## src/rtl/sne_evt_stream_pkg.sv

```systemverilog
// Shared types for the SNE event stream.
// Provides the event word layout, the event opcodes, the timestamp type and
// the state encoding of the spike encoder FSM. The spike_evt_t struct matches
// the default group geometry (16 neurons, 8-bit group index).
package sne_evt_stream_pkg;

  localparam int unsigned TIME_W          = 16;
  localparam int unsigned EVT_NUM_NEURONS = 16;
  localparam int unsigned EVT_NID_W       = $clog2(EVT_NUM_NEURONS);
  localparam int unsigned EVT_GID_W       = 8;

  typedef logic [TIME_W-1:0] timestamp_t;

  typedef enum logic [1:0] {
    EVT_SPIKE = 2'b01,
    EVT_EOS   = 2'b10
  } evt_op_e;

  // Event word, MSB first: op, gid, nid, t
  typedef struct packed {
    evt_op_e                op;
    logic [EVT_GID_W-1:0]   gid;
    logic [EVT_NID_W-1:0]   nid;
    timestamp_t             t;
  } spike_evt_t;

  // Encoder FSM states
  typedef logic [1:0] enc_state_t;
  localparam enc_state_t ENC_IDLE   = 2'd0;
  localparam enc_state_t ENC_SEND   = 2'd1;
  localparam enc_state_t ENC_EOS    = 2'd2;
  localparam enc_state_t ENC_RETIRE = 2'd3;

  // Event word width for a given group/neuron index geometry
  function automatic int unsigned evt_width(input int unsigned gid_w,
                                            input int unsigned nid_w);
    return 2 + gid_w + nid_w + TIME_W;
  endfunction

endpackage

```

## src/rtl/SNE_EVENT_STREAM.sv

```systemverilog
// SNE event stream: valid/ready handshake carrying one event word per beat.
// src modport drives valid/data and samples ready; dst is the mirror image.
interface SNE_EVENT_STREAM #(
  parameter int unsigned DATA_W = 30
);

  logic              valid;
  logic              ready;
  logic [DATA_W-1:0] data;

  modport src (output valid, output data, input ready);
  modport dst (input valid, input data, output ready);

endinterface

```

## src/rtl/evt_spike_encoder_lzc.sv

```systemverilog
// Leading/trailing zero counter (common_cells lzc compatible).
// Ports:
//   in_i    - vector to scan
//   cnt_o   - MODE=0: index of lowest set bit; MODE=1: number of leading zeros
//   empty_o - in_i is all zero (cnt_o is then 0)
module evt_spike_encoder_lzc #(
  parameter int unsigned WIDTH     = 16,
  parameter bit          MODE      = 1'b0,
  parameter int unsigned CNT_WIDTH = (WIDTH > 1) ? $clog2(WIDTH) : 1
) (
  input  logic [WIDTH-1:0]     in_i,
  output logic [CNT_WIDTH-1:0] cnt_o,
  output logic                 empty_o
);

  // Priority scan: the last hit in loop order is the one nearest the counted end
  always_comb begin
    cnt_o = '0;
    if (MODE) begin
      for (int i = 0; i < int'(WIDTH); i++) begin
        if (in_i[i]) cnt_o = CNT_WIDTH'(int'(WIDTH) - 1 - i);
      end
    end else begin
      for (int i = int'(WIDTH) - 1; i >= 0; i--) begin
        if (in_i[i]) cnt_o = CNT_WIDTH'(i);
      end
    end
  end

  assign empty_o = ~|in_i;

endmodule

```

## src/rtl/evt_spike_encoder.sv

```systemverilog
// Spike vector to event stream serializer for one neuron group.
// Captures per-timestep spike vectors into an active/shadow double buffer and
// emits one SPIKE event per set bit (ascending nid), optionally followed by an
// end-of-step event, on an SNE_EVENT_STREAM source port.
// Ports:
//   clk_i, rst_i     - clock, asynchronous active-high reset
//   spike_i          - spike flags of the group's neurons
//   spike_valid_i    - capture strobe for spike_i/time_i
//   time_i           - timestamp of the captured timestep
//   group_id_i       - static group index placed in every event
//   eos_en_i         - append an EOS event after each drained vector
//   evt_stream_src   - output event stream (valid/ready/data)
//   busy_o           - buffers hold data or FSM is not idle (registered)
//   overflow_o       - one-cycle pulse when a captured vector was dropped
module evt_spike_encoder
  import sne_evt_stream_pkg::*;
#(
  parameter int unsigned NUM_NEURONS = 16,
  parameter int unsigned NID_W       = $clog2(NUM_NEURONS),
  parameter int unsigned GID_W       = 8
) (
  input  logic                   clk_i,
  input  logic                   rst_i,
  input  logic [NUM_NEURONS-1:0] spike_i,
  input  logic                   spike_valid_i,
  input  timestamp_t             time_i,
  input  logic [GID_W-1:0]       group_id_i,
  input  logic                   eos_en_i,
  SNE_EVENT_STREAM.src           evt_stream_src,
  output logic                   busy_o,
  output logic                   overflow_o
);

  localparam int unsigned EVT_W = evt_width(GID_W, NID_W);

  // Active buffer (being drained) and shadow buffer (next timestep)
  logic [NUM_NEURONS-1:0] vec_a_q, vec_a_d;
  timestamp_t             t_a_q,   t_a_d;
  logic                   full_a_q, full_a_d;
  logic [NUM_NEURONS-1:0] vec_s_q, vec_s_d;
  timestamp_t             t_s_q,   t_s_d;
  logic                   full_s_q, full_s_d;

  enc_state_t             state_q, state_d;
  logic                   valid_q, valid_d;
  logic [EVT_W-1:0]       data_q,  data_d;
  logic                   busy_q,  busy_d;
  logic                   overflow_q, overflow_d;

  logic                   hs_c;
  logic                   cap_en_c;
  logic                   retire_c;
  logic [NUM_NEURONS-1:0] lzc_in_c;
  logic [NID_W-1:0]       lzc_cnt_c;
  logic                   lzc_empty_c;

  function automatic logic [EVT_W-1:0] pack_evt(input evt_op_e          op,
                                                input logic [GID_W-1:0] gid,
                                                input logic [NID_W-1:0] nid,
                                                input timestamp_t       t);
    return {op, gid, nid, t};
  endfunction

  assign hs_c     = valid_q && evt_stream_src.ready;
  assign cap_en_c = spike_valid_i && ((|spike_i) || eos_en_i);

  // In SEND the selector looks one event ahead: the active vector with the
  // currently presented (lowest) bit already removed. Elsewhere it sees vec_a.
  assign lzc_in_c = (state_q == ENC_SEND) ? (vec_a_q & (vec_a_q - NUM_NEURONS'(1)))
                                          : vec_a_q;

  evt_spike_encoder_lzc #(
    .WIDTH     (NUM_NEURONS),
    .MODE      (1'b0),
    .CNT_WIDTH (NID_W)
  ) u_lzc (
    .in_i    (lzc_in_c),
    .cnt_o   (lzc_cnt_c),
    .empty_o (lzc_empty_c)
  );

  // Next-state, buffer and output computation
  always_comb begin
    state_d    = state_q;
    vec_a_d    = vec_a_q;
    t_a_d      = t_a_q;
    full_a_d   = full_a_q;
    vec_s_d    = vec_s_q;
    t_s_d      = t_s_q;
    full_s_d   = full_s_q;
    valid_d    = valid_q;
    data_d     = data_q;
    overflow_d = 1'b0;
    retire_c   = 1'b0;

    case (state_q)
      ENC_IDLE: begin
        if (full_a_q) begin
          if (!lzc_empty_c) begin
            state_d = ENC_SEND;
            valid_d = 1'b1;
            data_d  = pack_evt(EVT_SPIKE, group_id_i, lzc_cnt_c, t_a_q);
          end else if (eos_en_i) begin
            state_d = ENC_EOS;
            valid_d = 1'b1;
            data_d  = pack_evt(EVT_EOS, group_id_i, '0, t_a_q);
          end else begin
            // Empty vector whose EOS is no longer wanted: just free it
            state_d = ENC_RETIRE;
          end
        end
      end

      ENC_SEND: begin
        if (hs_c) begin
          vec_a_d = lzc_in_c;
          if (!lzc_empty_c) begin
            data_d = pack_evt(EVT_SPIKE, group_id_i, lzc_cnt_c, t_a_q);
          end else if (eos_en_i) begin
            state_d = ENC_EOS;
            data_d  = pack_evt(EVT_EOS, group_id_i, '0, t_a_q);
          end else begin
            state_d = ENC_RETIRE;
            valid_d = 1'b0;
          end
        end
      end

      ENC_EOS: begin
        if (hs_c) begin
          state_d = ENC_RETIRE;
          valid_d = 1'b0;
        end
      end

      ENC_RETIRE: begin
        retire_c = 1'b1;
        full_a_d = 1'b0;
        if (full_s_q) begin
          vec_a_d  = vec_s_q;
          t_a_d    = t_s_q;
          full_a_d = 1'b1;
          full_s_d = 1'b0;
        end
        state_d = ENC_IDLE;
      end

      default: begin
        state_d = ENC_IDLE;
        valid_d = 1'b0;
      end
    endcase

    // Capture; a retiring active buffer frees a slot in this same cycle
    if (cap_en_c) begin
      if (!full_a_q || (retire_c && !full_s_q)) begin
        vec_a_d  = spike_i;
        t_a_d    = time_i;
        full_a_d = 1'b1;
      end else if (!full_s_q || retire_c) begin
        vec_s_d  = spike_i;
        t_s_d    = time_i;
        full_s_d = 1'b1;
      end else begin
        overflow_d = 1'b1;
      end
    end

    busy_d = full_a_d || full_s_d || (state_d != ENC_IDLE);
  end

  // State and output registers
  always_ff @(posedge clk_i or posedge rst_i) begin
    if (rst_i) begin
      state_q    <= ENC_IDLE;
      vec_a_q    <= '0;
      t_a_q      <= '0;
      full_a_q   <= 1'b0;
      vec_s_q    <= '0;
      t_s_q      <= '0;
      full_s_q   <= 1'b0;
      valid_q    <= 1'b0;
      data_q     <= '0;
      busy_q     <= 1'b0;
      overflow_q <= 1'b0;
    end else begin
      state_q    <= state_d;
      vec_a_q    <= vec_a_d;
      t_a_q      <= t_a_d;
      full_a_q   <= full_a_d;
      vec_s_q    <= vec_s_d;
      t_s_q      <= t_s_d;
      full_s_q   <= full_s_d;
      valid_q    <= valid_d;
      data_q     <= data_d;
      busy_q     <= busy_d;
      overflow_q <= overflow_d;
    end
  end

  assign evt_stream_src.valid = valid_q;
  assign evt_stream_src.data  = data_q;
  assign busy_o               = busy_q;
  assign overflow_o           = overflow_q;

endmodule

```

## src/flat_wrapper.sv

```systemverilog
// flat-port wrapper written by rule: the top's interface ports become plain ports
module evt_spike_encoder_flat import sne_evt_stream_pkg::*;
#(
  parameter int unsigned NUM_NEURONS = 16,
  parameter int unsigned NID_W       = $clog2(NUM_NEURONS),
  parameter int unsigned GID_W       = 8
)
  (clk_i, rst_i, spike_i, spike_valid_i, time_i, group_id_i, eos_en_i, busy_o, overflow_o, evt_stream_src_valid, evt_stream_src_data, evt_stream_src_ready);
  SNE_EVENT_STREAM #(.DATA_W(($bits(spike_evt_t)))) evt_stream_src_i ();
  input  logic clk_i;
  input  logic rst_i;
  input  logic [NUM_NEURONS-1:0] spike_i;
  input  logic spike_valid_i;
  input  timestamp_t time_i;
  input  logic [GID_W-1:0] group_id_i;
  input  logic eos_en_i;
  output logic busy_o;
  output logic overflow_o;
  output wire logic [$bits(evt_stream_src_i.valid)-1:0] evt_stream_src_valid;
  output wire logic [$bits(evt_stream_src_i.data)-1:0] evt_stream_src_data;
  input wire logic [$bits(evt_stream_src_i.ready)-1:0] evt_stream_src_ready;
  assign evt_stream_src_valid = evt_stream_src_i.valid;
  assign evt_stream_src_data = evt_stream_src_i.data;
  assign evt_stream_src_i.ready = evt_stream_src_ready;
  evt_spike_encoder #(.NUM_NEURONS(NUM_NEURONS), .NID_W(NID_W), .GID_W(GID_W)) u_core (.clk_i(clk_i), .rst_i(rst_i), .spike_i(spike_i), .spike_valid_i(spike_valid_i), .time_i(time_i), .group_id_i(group_id_i), .eos_en_i(eos_en_i), .evt_stream_src(evt_stream_src_i), .busy_o(busy_o), .overflow_o(overflow_o));
endmodule
```

## config.mk

```make
export PLATFORM = sky130hd
export DESIGN_NAME = evt_spike_encoder_flat
export DESIGN_NICKNAME = d
export VERILOG_FILES = /design/src/rtl/sne_evt_stream_pkg.sv /design/src/rtl/SNE_EVENT_STREAM.sv /design/src/rtl/evt_spike_encoder_lzc.sv /design/src/rtl/evt_spike_encoder.sv /design/src/flat_wrapper.sv
export SDC_FILE = /design/constraint.sdc
export NUM_CORES = 1
export LEC_CHECK = 0
export ABC_AREA = 1
export ABC_CLOCK_PERIOD_IN_PS = 4200
export CAP_MARGIN = 20
export CORE_ASPECT_RATIO = 0.9
export CORE_UTILIZATION = 54
export DETAILED_ROUTE_END_ITERATION = 6
export GPL_TIMING_DRIVEN = 0
export PLACE_DENSITY = 0.84
export SLEW_MARGIN = 10
export SYNTH_ARGS = -nofsm -noshare
export SYNTH_HDL_FRONTEND = slang
export SYNTH_SLANG_ARGS = --single-unit
```

## constraint.sdc

```tcl
create_clock -name clk_i -period 4.2 [get_ports clk_i]
set_input_delay 0.63 -clock clk_i [delete_from_list [all_inputs] [get_ports clk_i]]
set_output_delay 0.63 -clock clk_i [all_outputs]
set_load 0.01 [all_outputs]
```

# Word-level counts from Yosys, hierarchy flattened
# Cells that the tools add are included.
[word_totals]
input_bits = 45
out_inout_bits = 33
latchBits = 0
ram_bits = 0
register_bits = 101
elab_cells = 100
romBits = 0
mem_count = 0
[classes]
multipliers = 0
order_cmp = 0
div = 0
eq_ne = 9
n_shift = 0
mux = 58
bitwise = 2
n_reduce_logical = 19
add_sub_neg = 1
[op_table]
columns = ["op", "n"]
rows = [
  ["$mux 16", 9],
  ["$mux 30", 4],
  ["$mux 4", 16],
  ["$pmux 30 s2", 1],
  ["$pmux 16 s2", 1],
  ["$reduce_or 16->1", 2],
  ["$mux 1", 20],
  ["$and 16x16->16", 1],
  ["$sub 16x1->16 const B", 1],
  ["$mux 2", 5],
  ["$pmux 2 s4", 1],
  ["$reduce_and 7->1", 1],
  ["$ne 2x1->1 const B", 3],
  ["$reduce_and 3->1", 2],
  ["$logic_or 1x1->1", 5],
  ["$eq 2x2->1 const B", 2],
  ["$ne 2x2->1 const B", 2],
  ["$reduce_bool 2->1", 2],
  ["$logic_and 1x1->1", 3],
  ["$ne 3x2->1 const B", 1],
  ["$pmux 1 s3", 1],
  ["$reduce_bool 3->1", 1],
  ["$eq 2x1->1 const B", 1],
  ["$logic_not 1->1", 2],
  ["other kinds (2)", 2],
]

# Depth between registers and ports, before layout
[depth]
ltp_word = 22
depth_mapped = 24
mapped_depth_nobuf = 24

# Hierarchy
# Synthesis repeated with hierarchy kept, for this count alone.
[hier_totals]
cells_unflattened = 659
hier_area_um2 = 5081.1
[modules_own_cells]
columns = ["module", "n_inst", "cells_each", "area_per_inst_um2", "seq_area_each_um2"]
rows = [
  ["evt_spike_encoder", 1, 612, 4879.7, 2527.4],
  ["evt_spike_encoder_lzc", 1, 47, 201.4, 0.0],
]

# Least setup slack after synthesis
# Ideal clock, no wire load.
[synth_path]
kind = "register to register"
from = "reg u_core.state_q[1]"
to = "reg u_core.data_q[29], in the netlist u_core.evt_stream_src.data[29]"
synth_period_minus_slack_ns = 2.219
path_buffers = 1
stages_incl_launch_ff = 18
setup_time_ns = 0.119
t_required_ns = 4.081
slack_ns = 1.981
t_arrival_ns = 2.100
path_cell_list = "dfrtp_1 inv_1 ha_1 inv_2 nor2_4 nand2_1 nor2_4 inv_2 o21ai_2 nand2_1 inv_2 nand2_2 nor2_4 nand2_2 nor2_4 nor2_4 buf_6 o21a_1"
[synth_between]
elab_chain_cells = 6
elab_cells_between_ends = 12
classes_between = "3 x eq/ne; 5 x mux; 4 x reduce/logical"
[synth_rtl]
columns = ["element", "line_no", "text"]
rows = [
  ["start: declaration", "evt_spike_encoder.sv:44", "enc_state_t state_q, state_d;"],
  ["start signal: assignment", "evt_spike_encoder.sv:187", "state_q <= state_d;"],
  ["$eq 2x1->1", "evt_spike_encoder.sv:69, evt_spike_encoder.sv:96", ""],
  ["$mux 16", "evt_spike_encoder.sv:69", "assign lzc_in_c = (state_q == ENC_SEND) ? (vec_a_q & (vec_a_q - NUM_NEURONS'(1)))"],
  ["$reduce_or 16->1", "evt_spike_encoder_lzc.sv:30", "assign empty_o = ~|in_i;"],
  ["$mux 30", "evt_spike_encoder.sv:117", "if (!lzc_empty_c) begin"],
  ["$mux 30 (on tied branches)", "evt_spike_encoder.sv:115, evt_spike_encoder.sv:98", ""],
  ["$pmux 30 s2", "evt_spike_encoder.sv:96", "case (state_q)"],
  ["end signal: assignment", "evt_spike_encoder.sv:195", "data_q <= data_d;"],
  ["end: declaration", "evt_spike_encoder.sv:46", "logic [EVT_W-1:0] data_q, data_d;"],
]
# Parallel ways exist; a longest one is shown, timed or not. The select of a mux whose other input is x is not followed.
# A chain may end at the register's enable or synchronous reset.

# Worst setup path after layout
[layout_path]
from = "in spike_i[3]"
to = "reg u_core.vec_a_q[11]"
[layout_between]
elab_chain_cells = 4
[layout_rtl]
columns = ["element", "line_no", "text"]
rows = [
  ["start: declaration", "flat_wrapper.sv:12", "input logic [NUM_NEURONS-1:0] spike_i;"],
  ["$reduce_or 16->1", "evt_spike_encoder.sv:65", "assign cap_en_c = spike_valid_i && ((|spike_i) || eos_en_i);"],
  ["$logic_or 1x1->1", "evt_spike_encoder.sv:65", ""],
  ["$logic_and 1x1->1", "evt_spike_encoder.sv:65", ""],
  ["$mux 16", "evt_spike_encoder.sv:155", "if (cap_en_c) begin"],
  ["net u_core.vec_a_d[11]", "evt_spike_encoder.sv:37", "logic [NUM_NEURONS-1:0] vec_a_q, vec_a_d;"],
  ["end signal: assignment", "evt_spike_encoder.sv:188", "vec_a_q <= vec_a_d;"],
  ["end: declaration", "evt_spike_encoder.sv:37", ""],
]
# The timed path passes the listed nets, and every way through them passes these cells.

==> results.cfg <==
[route]
drc_errors = 0
avgViaCountPerCell = 5.54
ant_nets = 0
via_count = 4450
dr.pass1.iters = 5
wirelength_um = 12900
drt-initial-drc-count = 297
wire_per_inst_um = 16.1

[global_route]
grt_max_degree = 61
grt_pass1_vias = 4408
grt-ovfl-total = 0
antenna_found_initial = 0
track_usage = 0.299
grt_first_pass_wirelength_um = 21300

[place]
hpwl_um = 9630
post-place-cells = 787
routabilityCongestion = 0.898
portBuffers = 77

[power_and_ir_drop]
leakagePower_nw = 2.92
ir_drop_v = 0.000364
p_per_area_nw_per_um2 = 773

[synthesis]
ys_warn_count = 0
ys_ff_latch = 101
netlist_area_um2 = 4890
ys.flop_type = dfrtp_1
yosys.area.top_type = dfrtp_1
yosysMostFrequentCell = nand2_1
syn_avg_cell_area_um2 = 8.29
syn_nets = 639
synth.yosys.seq_area_share = 0.517
synth_common_cells = 183 x nand2_1, 101 x dfrtp_1, 60 x inv_1, 44 x o21ai_0, 41 x nor2_1
synth_top_area_share = 0.517
synth_edf_count = 0
synthTopCellsByArea = dfrtp_1 52%, nand2_1 14%, inv_1 4.6%
ys_types = 35
syn_inst = 590
async_flop_share = 1.00

[floorplan]
start_util = 0.563
die_height_um = 92.3
fp.coreArea_um2 = 8690
row_count = 32
die_width_um = 102
pin_count = 78
die_area_um2 = 9440

[critical_path]
crit_path_start_kind = primary input
r2r_setup_slack_ns = 1.37
r2r-start = u_core.state_q[1]$_DFF_PP0_
worstSetupEndpointType = register
critPathLaunch = spike_i[3]
worstSetupPathType = primary input to register
rr_endpoint = u_core.vec_a_q[4]$_DFF_PP0_
reg2reg_depth = 12
cp_max_fo = 10
cp_data_arrival_time_ns = 3.22
cp.required_ns = 4.43

[timing]
setup_viol = 0
fin_skew_ns = 0.0108
period_minus_slack_ns = 2.99
rsz0062_at_grt = no
max_freq_mhz = 335
finalSetupTns_ns = 0
worst_pin_slew_ns = 0.603
hold_viol = 0
fin_hold_ws_ns = 0.478
fin_crit_sh = 0.712
slew_violations = 0
slew_headroom = 0.598

[min_path]
min_to = u_core.evt_stream_src.data[26]$_DFFE_PP0P_
hold_path_depth = 2
hold_path_startpoint = u_core.evt_stream_src.data[26]$_DFFE_PP0P_
hold_path_class = register to register

[clock_tree]
clk_path_buf_depth = 2
clkLatencyLatePin_ns = 0.37
post_cts_buffers = 0
root_buffer = clkbuf_8
h-tree-depth = 3
path_clk_slew_ns = 0.10
postCtsResizedCells = 0
cts_made_buffers = 9
cts_hold_buf = 0
tritoncts = done
cts.sinks = 101

[run_status]
outcome = complete, no violations

[layout]
nets = 728
area_growth_pct = 23.2
antenna_cells = 0
instances_no_fill = 803
drive_gt1_frac = 0.0892

[run]
drv_cap = 0
final cells by class:
| cell class | instances | area, um^2 |
|---|---|---|
| Inverter | 68 | 263 |
| Clock inverter | 6 | 57.6 |
| Sequential cell | 101 | 2530 |
| Tap cell | 119 | 149 |
| Multi-Input combinational cell | 399 | 1980 |
| Fill cell | 703 | 2660 |
| Clock buffer | 10 | 128 |
| Buffer | 22 | 119 |
| Timing Repair Buffer | 78 | 798 |
kinds of logic after synthesis:
| family | count (synthesis) | share of synthesized area |
|---|---|---|
| AOI/OAI and AO/OA | 118 | 0.141 |
| adders and majority gates | 4 | 0.0102 |
| buffers and inverters | 90 | 0.0775 |
| DFF | 101 | 0.517 |
| muxes | 14 | 0.0322 |
| and+or+nand+nor | 263 | 0.222 |
routing by layer:
| layer | vias up | global-route usage | routed length (um) | part of all wire |
|---|---|---|---|---|
| li1 | 2106 | - | - | - |
| met1 | 2128 | 0.410 | 5740 | 0.44 |
| met2 | 195 | 0.470 | 6020 | 0.47 |
| met3 | 21 | 0.0678 | 921 | 0.071 |
| met4 | 0 | 0.0964 | 226 | 0.018 |
| met5 | - | 0 | 0 | 0 |
flip-flops by register name, summed over array words and instances (netlist names), 2 cells and up:
signal / cells
u_core.evt_stream_src.data: 30
u_core.state_q: 2
u_core.vec_a_q: 16
u_core.t_a_q: 16
u_core.t_s_q: 16
u_core.vec_s_q: 16
worst max-delay path, cell delays in order:
cell,delay [ns]
clkdlybuf4s50_1,0.46
nor4_1,0.34
nand3_1,0.16
nor4_1,0.29
nand4_1,0.21
nand2_1,0.25
nor2_1,0.17
inv_2,0.11
clkbuf_1,0.41
a31oi_1,0.17
cell usage in the layout, fill, tap and decap left out, types with 5 or more instances in the layout:
| cell | Yosys | layout |
|---|---|---|
| nor2_4 | 5 | 5 |
| clkdlybuf4s50_1 | 0 | 77 |
| o21ai_1 | 7 | 7 |
| nand3_1 | 16 | 16 |
| dfrtp_1 | 101 | 101 |
| inv_1 | 60 | 59 |
| a31oi_1 | 16 | 16 |
| inv_2 | 6 | 6 |
| clkbuf_8 | 0 | 9 |
| o21ai_0 | 44 | 44 |
| nand4_1 | 5 | 5 |
| a22oi_1 | 9 | 9 |
| mux2_2 | 14 | 14 |
| clkbuf_1 | 13 | 14 |
| a21oi_1 | 23 | 23 |
| buf_2 | 5 | 5 |
| nor2_1 | 41 | 41 |
| nand2_1 | 183 | 183 |
worst max-delay path by stage:
stage | depth (start not counted) | endpoint | slack, ns
2_1_floorplan | 1 | u_core.busy_o$_DFF_PP0_ | 0.92
3_3_place_gp | 2 | u_core.vec_s_q[9]$_DFFE_PP0P_ | -0.44
3_5_place_dp | 10 | u_core.vec_a_q[11]$_DFF_PP0_ | 0.89
4_1_cts | 10 | u_core.vec_a_q[11]$_DFF_PP0_ | 1.28
5_1_grt | 11 | u_core.t_a_q[12]$_DFF_PP0_ | 1.02
6_report | 10 | u_core.vec_a_q[11]$_DFF_PP0_ | 1.21
power breakdown:
group / switching, mW / internal (mW)
clock network: 0.361 / 0.227
registers: 0.305 / 1.41
logic: 1.39 / 0.963
metrics by stage:
stage,area (um^2),utilization,setup slack [ns],total power [mW]
2_1_floorplan,4890,-,0.923,3.24
4_1_cts,6030,0.694,1.28,4.65
5_1_grt,6030,0.694,1.02,5.02
6_report,6030,0.694,1.21,4.66
3_3_place_gp,5810,0.669,-0.444,3.96
3_5_place_dp,5840,0.672,0.892,4.05
Note: power is estimated with default switching activity, not from simulation.
